### src/rtl/proj_point_plotter.sv
`timescale 1ns/1ps
`default_nettype none
// ============================================================================
// Module      : proj_point_plotter
// Description : Turns projected fixed-point vertices into framebuffer pixel
//               writes. Each vertex passes a two-stage pipeline (register,
//               then screen-space conversion + clip + linear address), is
//               queued in a small FIFO and drained to the framebuffer over a
//               req/ack port. A frame-clear command fills the whole screen
//               with a background colour once all queued points are written.
//
// Ports       : iClock      - clock
//               iReset      - asynchronous active-high reset
//               iVtxValid   - vertex inputs valid this cycle
//               i_X, i_Y    - signed fixed-point position (Y positive = up)
//               i_Exception - pipeline exception flag for this vertex
//               iColor      - point colour
//               iClear      - frame clear request pulse
//               iBgColor    - clear colour, sampled when the clear starts
//               oReady      - a vertex presented now will be accepted
//               oWrReq      - framebuffer write request
//               oWrAddr     - framebuffer write address
//               oWrData     - framebuffer write data
//               iWrAck      - framebuffer accepted the write this cycle
//               oClearDone  - one-cycle pulse when the clear completes
//               oDropCount  - saturating count of discarded vertices
//
// Revision    : 1.0 - initial release
// ============================================================================
module proj_point_plotter #(
  parameter int H_RES     = 160,
  parameter int V_RES     = 120,
  parameter int FRAC_BITS = 8,
  parameter int ADDR_W    = 15,
  parameter int COLOR_W   = 8,
  parameter int DEPTH     = 8
) (
  input  logic               iClock,
  input  logic               iReset,
  input  logic               iVtxValid,
  input  logic [15:0]        i_X,
  input  logic [15:0]        i_Y,
  input  logic               i_Exception,
  input  logic [COLOR_W-1:0] iColor,
  input  logic               iClear,
  input  logic [COLOR_W-1:0] iBgColor,
  output logic               oReady,
  output logic               oWrReq,
  output logic [ADDR_W-1:0]  oWrAddr,
  output logic [COLOR_W-1:0] oWrData,
  input  logic               iWrAck,
  output logic               oClearDone,
  output logic [7:0]         oDropCount
);

  localparam int c_PW = $clog2(DEPTH);
  localparam int c_CW = c_PW + 1;
  localparam int c_EW = ADDR_W + COLOR_W;

  localparam logic signed [17:0] c_H_S      = 18'(H_RES);
  localparam logic signed [17:0] c_V_S      = 18'(V_RES);
  localparam logic signed [17:0] c_HALF_H   = 18'(H_RES / 2);
  localparam logic signed [17:0] c_PY_OFF   = 18'(V_RES / 2 - 1);
  localparam logic [ADDR_W-1:0]  c_LAST_PIX = ADDR_W'(H_RES * V_RES - 1);
  localparam logic [c_CW-1:0]    c_RDY_LIM  = c_CW'(DEPTH - 2);
  localparam logic [c_CW-1:0]    c_FULL     = c_CW'(DEPTH);
  localparam logic [c_CW-1:0]    c_ONE      = c_CW'(1);

  typedef enum logic [1:0] {
    S_IDLE  = 2'd0,
    S_DRAIN = 2'd1,
    S_CLEAR = 2'd2
  } state_t;

  // --------------------------------------------------------------------------
  // State
  // --------------------------------------------------------------------------
  state_t             r_state;
  logic               r_rdy_en;     // holds oReady low until the first clock after reset
  logic               r_clr_pend;
  logic               r_wr_req;
  logic [ADDR_W-1:0]  r_wr_addr;    // doubles as the clear address counter
  logic [COLOR_W-1:0] r_wr_data;    // holds the latched background colour while clearing
  logic               r_clr_done;
  logic [7:0]         r_drop;

  // Stage 1: raw vertex
  logic               r_s1_v;
  logic [15:0]        r_s1_x;
  logic [15:0]        r_s1_y;
  logic               r_s1_exc;
  logic [COLOR_W-1:0] r_s1_col;

  // Stage 2: screen coordinates
  logic                    r_s2_v;
  logic signed [17:0]      r_s2_px;
  logic signed [17:0]      r_s2_py;
  logic                    r_s2_exc;
  logic [COLOR_W-1:0]      r_s2_col;

  // Point FIFO
  logic [c_EW-1:0]    r_mem [DEPTH];
  logic [c_PW-1:0]    r_wr_ptr;
  logic [c_PW-1:0]    r_rd_ptr;
  logic [c_CW-1:0]    r_count;

  // --------------------------------------------------------------------------
  // Combinational datapath
  // --------------------------------------------------------------------------
  logic               w_accept;
  logic               w_nr_drop;
  logic signed [17:0] w_x_ext;
  logic signed [17:0] w_y_ext;
  logic signed [17:0] w_px;
  logic signed [17:0] w_py;
  logic               w_s2_bad;
  logic               w_s2_ok;
  logic               w_s2_drop;
  logic               w_full;
  logic               w_pop;
  logic               w_push;
  logic               w_ovf_drop;
  logic [ADDR_W-1:0]  w_addr;
  logic [c_EW-1:0]    w_push_entry;
  logic [c_EW-1:0]    w_head;
  logic [c_EW-1:0]    w_head_nxt;
  logic [1:0]         w_drop_inc;
  logic [8:0]         w_drop_sum;

  assign oReady    = r_rdy_en && (r_count < c_RDY_LIM) && !r_clr_pend && (r_state != S_CLEAR);
  assign w_accept  = iVtxValid && oReady;
  assign w_nr_drop = iVtxValid && !oReady;

  // Arithmetic right shift on the sign-extended value floors toward -inf.
  assign w_x_ext = {{2{r_s1_x[15]}}, r_s1_x};
  assign w_y_ext = {{2{r_s1_y[15]}}, r_s1_y};
  assign w_px    = (w_x_ext >>> FRAC_BITS) + c_HALF_H;
  assign w_py    = c_PY_OFF - (w_y_ext >>> FRAC_BITS);

  assign w_s2_bad  = r_s2_exc || (r_s2_px < 0) || (r_s2_px >= c_H_S) ||
                     (r_s2_py < 0) || (r_s2_py >= c_V_S);
  assign w_s2_ok   = r_s2_v && !w_s2_bad;
  assign w_s2_drop = r_s2_v && w_s2_bad;
  assign w_addr    = ADDR_W'(r_s2_py * c_H_S + r_s2_px);

  // The FSM only sits in DRAIN with a request up, so an ack there is a pop.
  assign w_full       = (r_count == c_FULL);
  assign w_pop        = (r_state == S_DRAIN) && iWrAck;
  assign w_push       = w_s2_ok && (!w_full || w_pop);
  assign w_ovf_drop   = w_s2_ok && w_full && !w_pop;
  assign w_push_entry = {w_addr, r_s2_col};
  assign w_head       = r_mem[r_rd_ptr];
  assign w_head_nxt   = r_mem[r_rd_ptr + c_PW'(1)];

  assign w_drop_inc = 2'(w_nr_drop) + 2'(w_s2_drop) + 2'(w_ovf_drop);
  assign w_drop_sum = 9'(r_drop) + 9'(w_drop_inc);

  assign oWrReq     = r_wr_req;
  assign oWrAddr    = r_wr_addr;
  assign oWrData    = r_wr_data;
  assign oClearDone = r_clr_done;
  assign oDropCount = r_drop;

  // --------------------------------------------------------------------------
  // Vertex pipeline
  // --------------------------------------------------------------------------
  always_ff @(posedge iClock or posedge iReset) begin
    if (iReset) begin
      r_rdy_en <= 1'b0;
      r_s1_v   <= 1'b0;
      r_s1_x   <= '0;
      r_s1_y   <= '0;
      r_s1_exc <= 1'b0;
      r_s1_col <= '0;
      r_s2_v   <= 1'b0;
      r_s2_px  <= '0;
      r_s2_py  <= '0;
      r_s2_exc <= 1'b0;
      r_s2_col <= '0;
      r_drop   <= '0;
    end else begin
      r_rdy_en <= 1'b1;
      r_s1_v   <= w_accept;
      if (w_accept) begin
        r_s1_x   <= i_X;
        r_s1_y   <= i_Y;
        r_s1_exc <= i_Exception;
        r_s1_col <= iColor;
      end
      r_s2_v <= r_s1_v;
      if (r_s1_v) begin
        r_s2_px  <= w_px;
        r_s2_py  <= w_py;
        r_s2_exc <= r_s1_exc;
        r_s2_col <= r_s1_col;
      end
      r_drop <= w_drop_sum[8] ? 8'hFF : w_drop_sum[7:0];
    end
  end

  // --------------------------------------------------------------------------
  // Point FIFO
  // --------------------------------------------------------------------------
  always_ff @(posedge iClock) begin
    if (w_push) begin
      r_mem[r_wr_ptr] <= w_push_entry;
    end
  end

  always_ff @(posedge iClock or posedge iReset) begin
    if (iReset) begin
      r_wr_ptr <= '0;
      r_rd_ptr <= '0;
      r_count  <= '0;
    end else begin
      if (w_push) begin
        r_wr_ptr <= r_wr_ptr + c_PW'(1);
      end
      if (w_pop) begin
        r_rd_ptr <= r_rd_ptr + c_PW'(1);
      end
      if (w_push && !w_pop) begin
        r_count <= r_count + c_ONE;
      end else if (!w_push && w_pop) begin
        r_count <= r_count - c_ONE;
      end
    end
  end

  // --------------------------------------------------------------------------
  // Write-port FSM. The output registers always mirror the FIFO head while
  // draining; when the FIFO is empty (or down to its last entry) the entry
  // being pushed this cycle is forwarded directly so a request can follow a
  // push without an extra bubble.
  // --------------------------------------------------------------------------
  always_ff @(posedge iClock or posedge iReset) begin
    if (iReset) begin
      r_state    <= S_IDLE;
      r_wr_req   <= 1'b0;
      r_wr_addr  <= '0;
      r_wr_data  <= '0;
      r_clr_done <= 1'b0;
      r_clr_pend <= 1'b0;
    end else begin
      r_clr_done <= 1'b0;
      // A clear already in progress is not restarted by another request.
      if (iClear && (r_state != S_CLEAR)) begin
        r_clr_pend <= 1'b1;
      end

      case (r_state)
        S_IDLE: begin
          if (r_count != '0) begin
            r_wr_req               <= 1'b1;
            {r_wr_addr, r_wr_data} <= w_head;
            r_state                <= S_DRAIN;
          end else if (w_push) begin
            r_wr_req               <= 1'b1;
            {r_wr_addr, r_wr_data} <= w_push_entry;
            r_state                <= S_DRAIN;
          end else if (r_clr_pend && !r_s1_v && !r_s2_v) begin
            r_wr_req  <= 1'b1;
            r_wr_addr <= '0;
            r_wr_data <= iBgColor;
            r_state   <= S_CLEAR;
          end
        end

        S_DRAIN: begin
          if (iWrAck) begin
            if (r_count > c_ONE) begin
              {r_wr_addr, r_wr_data} <= w_head_nxt;
            end else if (w_push) begin
              {r_wr_addr, r_wr_data} <= w_push_entry;
            end else begin
              r_wr_req <= 1'b0;
              r_state  <= S_IDLE;
            end
          end
        end

        S_CLEAR: begin
          if (iWrAck) begin
            if (r_wr_addr == c_LAST_PIX) begin
              r_wr_req   <= 1'b0;
              r_clr_done <= 1'b1;
              r_clr_pend <= 1'b0;
              r_state    <= S_IDLE;
            end else begin
              r_wr_addr <= r_wr_addr + ADDR_W'(1);
            end
          end
        end

        default: begin
          r_wr_req <= 1'b0;
          r_state  <= S_IDLE;
        end
      endcase
    end
  end

endmodule
`default_nettype wire

### config.mk
export PLATFORM = sky130hd
export DESIGN_NAME = proj_point_plotter
export DESIGN_NICKNAME = d
export VERILOG_FILES = /design/src/rtl/proj_point_plotter.sv
export SDC_FILE = /design/constraint.sdc
export NUM_CORES = 1
export LEC_CHECK = 0
export ABC_AREA = 1
export CORE_MARGIN = 3
export CORE_UTILIZATION = 60
export CTS_CLUSTER_DIAMETER = 30
export DETAILED_ROUTE_END_ITERATION = 8
export PLACE_DENSITY_LB_ADDON = 0.1
export REMOVE_ABC_BUFFERS = 1
export SETUP_SLACK_MARGIN = 0.1
export SLEW_MARGIN = 10
export SYNTH_ARGS = -nofsm -noshare
export SYNTH_HDL_FRONTEND = slang
export SYNTH_SLANG_ARGS = --single-unit
### constraint.sdc
create_clock -name iClock -period 4.05 [get_ports iClock]
set_input_delay 0.405 -clock iClock [delete_from_list [all_inputs] [get_ports iClock]]
set_output_delay 0.405 -clock iClock [all_outputs]
set_load 0.01 [all_outputs]
==> results.yml, run 1 <==
setup_path:
  worstPathMaxFanout: 15
  reg2reg_to: "oDropCount[2]"
  rrSetupSlack_ps: 760
  crit_type: "reg -> reg"
  worstRegToRegCells: 13
  arrival_ps: 3700
  r2r_start: "r_state[0]"
  end_kind: "flip-flop"
  worstPathRequired_ps: 4460
  start_kind: "flip-flop"
cts:
  clockRootBuffer: "clkbuf_16"
  post_cts_resized: 0
  clock_latency_ps: 580
  clkSinkCount: 285
  clockBufferDepth: 3
  tritoncts: "built"
  cts_max_level: 2
  postCtsSetupRepairBufs: 0
  cts_hold_buf: 0
  cts_buffers: 57
  clk_pin_slew_worst_paths_ps: 50
sta:
  tns_ps: 0
  tightest_slew_ps: 1220
  slew_headroom: 0.184
  setup_viol: 0
  finalCritPeriodShare: 0.812
  max_freq_ghz: 0.304
  slew_violations: 0
  clock_skew_ps: 22.2
  rsz0062_at_grt: "false"
  hold_viol: 0
  period_needed_ps: 3290
worst_hold_path:
  hold_path_end: "r_s1_y[9]"
  hold_path_class: "in -> reg"
  whs_path_depth: 3
  hold_start: "i_Y[9]"
cells_and_area:
  nFillCells: 1850
  diodes: 0
  finalInstanceArea_sq_um: 18200
  fin_nets: 1914
  drive_above_1_share: 0.0953
  area_growth_pct: 18.6
detailed_routing:
  vias: 13127
  drtPass1Iterations: 7
  dr.first_iter.drc_count: 1522
  viasPerCell: 5.99
  drc: 0
  ant_nets: 0
  wirelength_um: 42900
  wl_per_cell_um: 19.6
synth:
  syn-mean-instance-area_sq_um: 8.71
  syn_inst: 1760
  synth_edf_count: 184
  yosys-top-cells-area: "edfxtp_1 36%, dfrtp_1 16%, nand2_1 9.6%, nand3_1 7.6%, o21ai_0 5.5%"
  yosys-top-cells-count: "392 x nand2_1, 232 x nand3_1, 190 x inv_1"
  synthesis.area_sq_um: 15300
  synth_largest_area_cell: "edfxtp_1"
  yosysUniqueCellTypes: 37
  synthFlopType: "edfxtp_1"
  yosys.area.top_type_share: 0.360
  synth.yosys.warnings: 0
  synth.most_common_cell: "nand2_1"
  synth_seq_cells: 285
  synthArstFlopShare: 0.354
  yosysSeqAreaShare: 0.525
floorplan:
  die_h_um: 166
  initial_utilization: 0.620
  num_io_pins: 88
  die-area_sq_um: 27500
  std_cell_rows: 57
  die_w_um: 166
  fp.coreArea_sq_um: 24700
placed_design:
  dp_hpwl_um: 24800
  port_buffers: 71
  dpl-instance-area_sq_um: 16200
  gp_congestion: 0.919
pwr:
  clkPwrFrac: 0.322
  switching_share: 0.406
  p_sw_uw: 6000
  powerDensity_nw_per_um2: 812
  p_leak_uw: 0.00787
  irDropWorstVdd_mv: 0.531
  p_int_uw: 8770
  p_seq_frac: 0.254
  pwr-share-comb: 0.424
global_routing:
  grt_pass1_vias: 13003
  track_usage: 0.306
  grt_start_max_net_pins: 114
  antenna_found_initial: 0
  grt_overflow_total: 0
  grt_first_pass_wirelength_um: 67500
run:
  cap_violations: 0
status:
  outcome: "completed"
==> cells by family (layout without fill, tap and decap cells) <==
group | count (synthesis) | after routing | share of synthesized area
buffers and inverters | 295 | 402 | 0.0812
adders and majority gates | 41 | 41 | 0.0354
and+or+nand+nor | 722 | 722 | 0.206
xor gates and xnor gates | 15 | 15 | 0.00979
AOI/OAI and AO/OA | 401 | 401 | 0.142
other | 1 | 1 | 0.000245
DFF | 285 | 285 | 0.525
==> state kept, by name, indices dropped and copies added, names as in the netlist, 2 cells and up <==
register	cells
r_mem	184
oWrAddr	15
r_s2_px	9
r_s2_py	9
oDropCount	8
oWrData	8
r_s1_col	8
r_s1_x	8
r_s1_y	8
r_s2_col	8
r_count	4
r_rd_ptr	3
r_wr_ptr	3
r_state	2
==> final cells by class <==
type / count / area, sq um / share of cell area
Sequential cell: 285 / 8060 / 0.443
Inverter: 197 / 742 / 0.0408
Clock buffer: 73 / 1570 / 0.0862
Multi-Input combinational cell: 1180 / 6080 / 0.334
Clock inverter: 34 / 405 / 0.0223
Timing Repair Buffer: 98 / 926 / 0.0509
Tap cell: 324 / 405 / 0.0223
==> metal layers <==
layer | routed length (um) | track usage
met2 | 20300 | 0.505
met4 | 1880 | 0.142
met1 | 16400 | 0.391
met3 | 4390 | 0.0647
met5 | 0 | 0
==> power groups by stage <==
| stage | Clock, uW | Combinational, uW | Sequential [uW] |
|---|---|---|---|
| 6_report | 4750 | 6260 | 3760 |
| 5_1_grt | 4940 | 6900 | 3790 |
| 4_1_cts | 4770 | 6160 | 3750 |
| 3_5_place_dp | 0 | 6080 | 3790 |
| 3_3_place_gp | 0 | 5910 | 3780 |
| 2_1_floorplan | 0 | 3770 | 4090 |
==> worst max-delay path by stage <==
stage | startpoint | endpoint | slack [ps] | depth (start not counted)
2_1_floorplan | r_rd_ptr[0] | oWrAddr[6] | -3320 | 10
4_1_cts | r_state[0] | oDropCount[2] | 770 | 13
6_report | r_state[0] | oDropCount[2] | 760 | 13
3_5_place_dp | iWrAck | oDropCount[2] | 740 | 12
5_1_grt | r_state[0] | oDropCount[2] | 560 | 13
3_3_place_gp | iWrAck | oDropCount[2] | 800 | 12
==> critical path, cell delays in order (launching register included) <==
cell	delay, ps
dfrtp_1	380
inv_1	100
ha_1	620
nor2_1	80
nand3_1	130
o21ai_0	120
fa_1	520
inv_1	40
ha_1	220
fa_1	400
nand2_1	120
inv_1	60
nand3_1	210
o21ai_0	150
==> cells in the final DEF (no fill, tap or decap), types with 4 or more instances in the layout <==
cell type        synthesis  layout
a21oi_1                154     154
a31oi_1                  5       5
buf_4                    6      26
bufinv_16                0       8
clkbuf_1                37       9
clkbuf_16                0      58
clkbuf_8                 0       6
clkdlybuf4s50_1          0      71
clkinv_2                 0      15
dfrtp_1                101      99
edfxtp_1               184     184
fa_1                     4       4
ha_1                    37      36
inv_1                  190     189
inv_2                    7       7
nand2_1                392     392
nand2_2                  7       7
nand3_1                232     232
nand3_2                  4       4
nor2_1                  51      51
nor3_2                   0       8
o211ai_1                57      57
o21ai_0                167     167
o21ai_1                  9       9
or2_2                   13      13
xnor2_1                  5       5
xor2_1                   9       9
==> per-stage QoR <==
step	total power, uW	worst slack (ps)	hold WS, ps	std cells	util
final	14800	760	370	2191	0.735
after global routing	15600	558	370	2191	0.735
after CTS	14700	766	361	2191	0.735
after detailed placement	9870	743	457	2084	0.655
after global placement	9690	796	450	2084	0.655
after floorplan	7860	-3320	440	1662	-
Note: power is estimated with default switching activity, not from simulation.
==> inputs of run 2 (changes only) <==
Clock period 4.05 ns to 3.4 ns, I/O delays scaled along.
==> results.yml, run 2 (same netlist as run 1, synthesis figures left out) <==
setup_path:
  max_stage_delay_ps: 420
  crit_top_cell: "inv_1"
  crit_type: "reg -> reg"
  startpoint: "r_s2_py[1]"
  rrSetupSlack_ps: 270
  arrival_ps: 3400
  endpoint: "r_mem[1][22]"
  worstRegToRegCells: 19
  reg2reg_to: "r_mem[1][22]"
  worstPathMaxFanout: 8
  path_cells: "ha_1 -> ha_2 -> inv_1 -> fa_2 -> inv_1 -> nand2_1 -> nand2_2 -> nand2_2 -> xnor2_2 -> ha_1 -> buf_4 -> nand2_1 -> inv_1 -> a21oi_2 -> nand3_1 -> inv_1 -> nand2_1 -> nand2_1 -> inv_1"
  crit_slowest_cell: "dfrtp_2"
  end_kind: "flip-flop"
  r2r_start: "r_s2_py[1]"
  worstPathRequired_ps: 3680
  start_kind: "flip-flop"
detailed_routing:
  wirelength_um: 43700
  dr.first_iter.drc_count: 1696
  vias: 13264
  drtPass1Iterations: 6
  drc: 0
  viasPerCell: 5.98
  wl_per_cell_um: 19.7
  ant_nets: 0
global_routing:
  grt_pass1_vias: 13175
  grt_overflow_total: 0
  grt_first_pass_wirelength_um: 68600
  grt_start_max_net_pins: 281
  track_usage: 0.311
  antenna_found_initial: 0
floorplan:
  die_h_um: 166
  num_io_pins: 88
  die-area_sq_um: 27500
  fp.coreArea_sq_um: 24700
  initial_utilization: 0.620
  std_cell_rows: 57
  die_w_um: 166
placed_design:
  gp_congestion: 0.915
  dp_hpwl_um: 26200
  place_ws_ps: 191
  dpl-instance-area_sq_um: 16400
  port_buffers: 71
sta:
  slew_violations: 0
  slew_headroom: 0.257
  max_freq_ghz: 0.320
  period_needed_ps: 3130
  setup_viol: 0
  tightest_slew_ps: 1110
  setup_slack_ps: 275
  hold_viol: 0
  tns_ps: 0
  finalCritPeriodShare: 0.919
  clock_skew_ps: 15.7
  rsz0062_at_grt: "false"
pwr:
  p_seq_frac: 0.246
  irDropWorstVdd_mv: 0.826
  pwr-share-comb: 0.424
  p_sw_uw: 7410
  switching_share: 0.408
  p_int_uw: 10800
  p_leak_uw: 0.00806
  powerDensity_nw_per_um2: 979
  clkPwrFrac: 0.330
cts:
  cts_max_level: 2
  clockRootBuffer: "clkbuf_16"
  cts_buffers: 60
  clkSinkCount: 285
  tritoncts: "built"
  clk_pin_slew_worst_paths_ps: 50
  cts_hold_buf: 0
  clockBufferDepth: 3
  clock_latency_ps: 570
cells_and_area:
  final_common_cell: "nand2_1"
  finalInstanceArea_sq_um: 18600
  top_register: "r_mem"
  layout_common_cells: "387 x nand2_1, 231 x nand3_1, 189 x inv_1"
  drive_above_1_share: 0.118
  area_growth_pct: 21.0
  diodes: 0
  largest_register_ffs: 184
  fin_nets: 1937
status:
  outcome: "completed"
worst_hold_path:
  hold_path_class: "in -> async"
run:
  cap_violations: 0
[run 2: cell types whose count changed in the layout (fill, tap and decap cells not counted), moves of 3 or more]
| cell | before | now |
|---|---|---|
| buf_4 | 26 | 44 |
| clkbuf_1 | 9 | 1 |
| clkbuf_16 | 58 | 65 |
| inv_6 | 3 | 9 |
| nand2_1 | 392 | 387 |
| nand2_2 | 7 | 11 |
| a21oi_1 | 154 | 151 |
| a21oi_2 | 0 | 3 |
| clkbuf_8 | 6 | 3 |
| clkinv_1 | 3 | 6 |
| clkinvlp_4 | 2 | 5 |
[run 2: critical path, delay by kind of cell (launching register included)]
kind / cells / cell delay [ps]
adder cells (fa/ha/maj): 4 / 1150
buffers and inverters: 6 / 520
AND/OR/NAND/NOR: 7 / 500
flip-flops: 1 / 420
XOR/XNOR: 1 / 130
AO/OA/AOI/OAI: 1 / 130
[run 2: cell type report]
cell class                      instances  area, sq um
Clock buffer                           69         1670
Clock inverter                         45          455
Sequential cell                       285         8060
Multi-Input combinational cell       1180         6130
Inverter                              197          742
Timing Repair Buffer                  118         1100
Fill cell                            1773         6190
Tap cell                              324          405
[run 2: worst min path at each step]
stage               from          to  slack (ps)  cells after the start
4_1_cts           iReset      r_s1_v         150                      2
2_1_floorplan  r_s1_y[9]  r_s2_py[1]         440                      1
3_5_place_dp    r_s1_exc    r_s2_exc         460                      2
6_report          iReset   r_s1_x[9]         150                      2
3_3_place_gp   r_s1_y[8]  r_s2_py[0]         460                      1
5_1_grt           iReset   r_s1_x[9]         180                      2
[run 2: metal layers]
layer,up-vias,GRT usage,wire (um)
met1,6157,0.410,17000
met3,137,0.0600,4610
met2,776,0.507,20400
met4,0,0.137,1650
li1,6194,-,-
met5,-,0,0
[run 2: per-stage QoR]
| stage | util | total power (uW) | instances | hold WS (ps) |
|---|---|---|---|---|
| global placement | 0.661 | 11700 | 2101 | 455 |
| floorplan | - | 9120 | 1662 | 440 |
| global route | 0.750 | 19200 | 2218 | 178 |
| CTS | 0.747 | 18000 | 2215 | 152 |
| finish | 0.750 | 18200 | 2218 | 147 |
| detailed placement | 0.661 | 11900 | 2101 | 459 |
[run 2: power by group through the flow]
stage / registers, uW / clock network [uW] / logic, uW
after global routing: 4500 / 6230 / 8460
final: 4470 / 6000 / 7700
after global placement: 4490 / 0 / 7250
after CTS: 4460 / 6020 / 7540
after detailed placement: 4510 / 0 / 7440
after floorplan: 4830 / 0 / 4290
[run 2: what timing repair did]
action,CTS,global route
buffers inserted,0,3
setup endpoints to repair,0,25
endpoints found under the hold margin,0,0
gates resized for setup,0,14
==> inputs of run 3 (changes only) <==
Settings changed: CORE_UTILIZATION 60 to 61, CTS_BUF_LIST set to sky130_fd_sc_hd__clkbuf_4 sky130_fd_sc_hd__clkbuf_8, TNS_END_PERCENT set to 30.
Clock period 3.4 ns to 3 ns, I/O delays scaled along.
==> results.yml, run 3 (same netlist as run 1, synthesis figures left out) <==
global_routing:
  grt_pass1_vias: 12615
  track_usage: 0.305
  antenna_found_initial: 0
  grt_overflow_total: 0
  grt_first_pass_wirelength_um: 64400
  grt_start_max_net_pins: 193
pwr:
  p_sw_uw: 8010
  p_int_uw: 10300
  p_seq_frac: 0.274
  p_leak_uw: 0.00786
  irDropWorstVdd_mv: 1.09
  powerDensity_nw_per_um2: 1000
  switching_share: 0.437
  pwr-share-comb: 0.491
  clkPwrFrac: 0.235
  power.total_uw: 18300
placed_design:
  gp_congestion: 0.886
  dpl-instance-area_sq_um: 16600
  dp_hpwl_um: 26000
  dp_cells: 2125
  port_buffers: 71
floorplan:
  fp.coreArea_sq_um: 24500
  std_cell_rows: 57
  die-area_sq_um: 27100
  die_h_um: 165
  initial_utilization: 0.625
  die_w_um: 165
  num_io_pins: 88
cells_and_area:
  final_common_cell: "nand2_1"
  diodes: 0
  largest_register_ffs: 184
  top_register: "r_mem"
  nFillCells: 1748
  finalInstanceArea_sq_um: 18300
  area_growth_pct: 19.4
  fin_nets: 1966
  instances_no_fill: 2243
  layout_common_cells: "369 x nand2_1, 217 x nand3_1, 184 x edfxtp_1"
  drive_above_1_share: 0.163
cts:
  clk_pin_slew_worst_paths_ps: 60
  cts_max_level: 2
  cts_hold_buf: 0
  clockBufferDepth: 3
  cts_buffers: 57
  clockRootBuffer: "clkbuf_8"
  tritoncts: "built"
  clkSinkCount: 285
  clock_latency_ps: 610
sta:
  slew_headroom: 0.429
  clock_skew_ps: 35.8
  setup_viol: 0
  hold_viol: 0
  finalCritPeriodShare: 0.998
  max_freq_ghz: 0.334
  slew_violations: 0
  period_needed_ps: 2990
  rsz0062_at_grt: "true"
  tightest_slew_ps: 855
detailed_routing:
  ant_nets: 0
  wl_per_cell_um: 18.7
  dr.first_iter.drc_count: 1652
  vias: 13317
  drc: 0
  wirelength_um: 42000
  drtPass1Iterations: 5
  viasPerCell: 5.94
setup_path:
  r2r_start: "r_s2_py[3]"
  end_kind: "flip-flop"
  worstPathMaxFanout: 8
  startpoint: "r_s2_py[3]"
  start_kind: "flip-flop"
  arrival_ps: 3340
  worstPathRequired_ps: 3350
  crit_type: "reg -> reg"
status:
  outcome: "completed"
run:
  cap_violations: 0
worst_hold_path:
  hold_path_class: "in -> async"
==> run 3: path summary, 6_finish.rpt <==
kind | end | slack [ps] | cells after the start
worst max-delay path | r_mem[7][22] | 6 | 17
worst min-delay path | r_s1_col[6] | 130 | 2
worst max register to register | r_mem[7][22] | 6 | 17
worst min register to register | r_s2_py[0] | 480 | 1
max in group asynchronous | oWrData[3] | 2120 | 3
min in group iClock | r_s1_y[11] | 230 | 3
==> run 3: cell type report <==
| type | count | area (sq um) | area share |
|---|---|---|---|
| Clock buffer | 69 | 887 | 0.0485 |
| Inverter | 197 | 744 | 0.0407 |
| Sequential cell | 285 | 8060 | 0.440 |
| Tap cell | 324 | 405 | 0.0221 |
| Multi-Input combinational cell | 1180 | 6460 | 0.353 |
| Timing Repair Buffer | 150 | 1370 | 0.0748 |
| Clock inverter | 38 | 380 | 0.0208 |
==> run 3: per-layer routing <==
metal / vias up / wire [um] / track usage
li1: 6236 / - / -
met5: - / 0 / 0
met1: 6223 / 16300 / 0.403
met3: 139 / 4040 / 0.0494
met4: 0 / 1690 / 0.120
met2: 719 / 19900 / 0.509
==> run 3: power by group through the flow <==
stage	Clock (uW)	Sequential, uW	Combinational (uW)
5_1_grt	4530	5070	9870
2_1_floorplan	0	5440	4710
4_1_cts	4320	5010	8610
6_report	4300	5030	8990
3_3_place_gp	0	5070	8270
3_5_place_dp	0	5080	8500
==> run 3: worst max-delay path, cell delays in order (launching register included) <==
cell and delay (ps):
dfrtp_2 450, ha_4 270, ha_4 260, a21oi_4 160, nand2_2 70, nand2_2 80, nand2_2 70, a21oi_2 160
xnor2_1 110, ha_1 380, nand2_4 90, nor2_4 120, nand2_1 80, nand3_2 100, nand3_2 80, nand2_2 90
buf_4 110, inv_4 50
==> run 3: per-stage QoR <==
stage | hold slack [ps] | util | setup TNS [ps] | setup WS, ps
final | 133 | 0.746 | 0 | 5.74
after global routing | 174 | 0.746 | -1720 | -176
after floorplan | 410 | - | -299830 | -4370
after CTS | 152 | 0.730 | 0 | 51.4
after global placement | 460 | 0.675 | 0 | 2.09
after detailed placement | 466 | 0.675 | -589 | -52.1
==> run 3: timing repair <==
action / in CTS / in global routing
gates resized for setup: 18 / 83
pin swaps: 8 / 50
buffers inserted: 3 / 9
setup endpoints to repair: 43 / 55
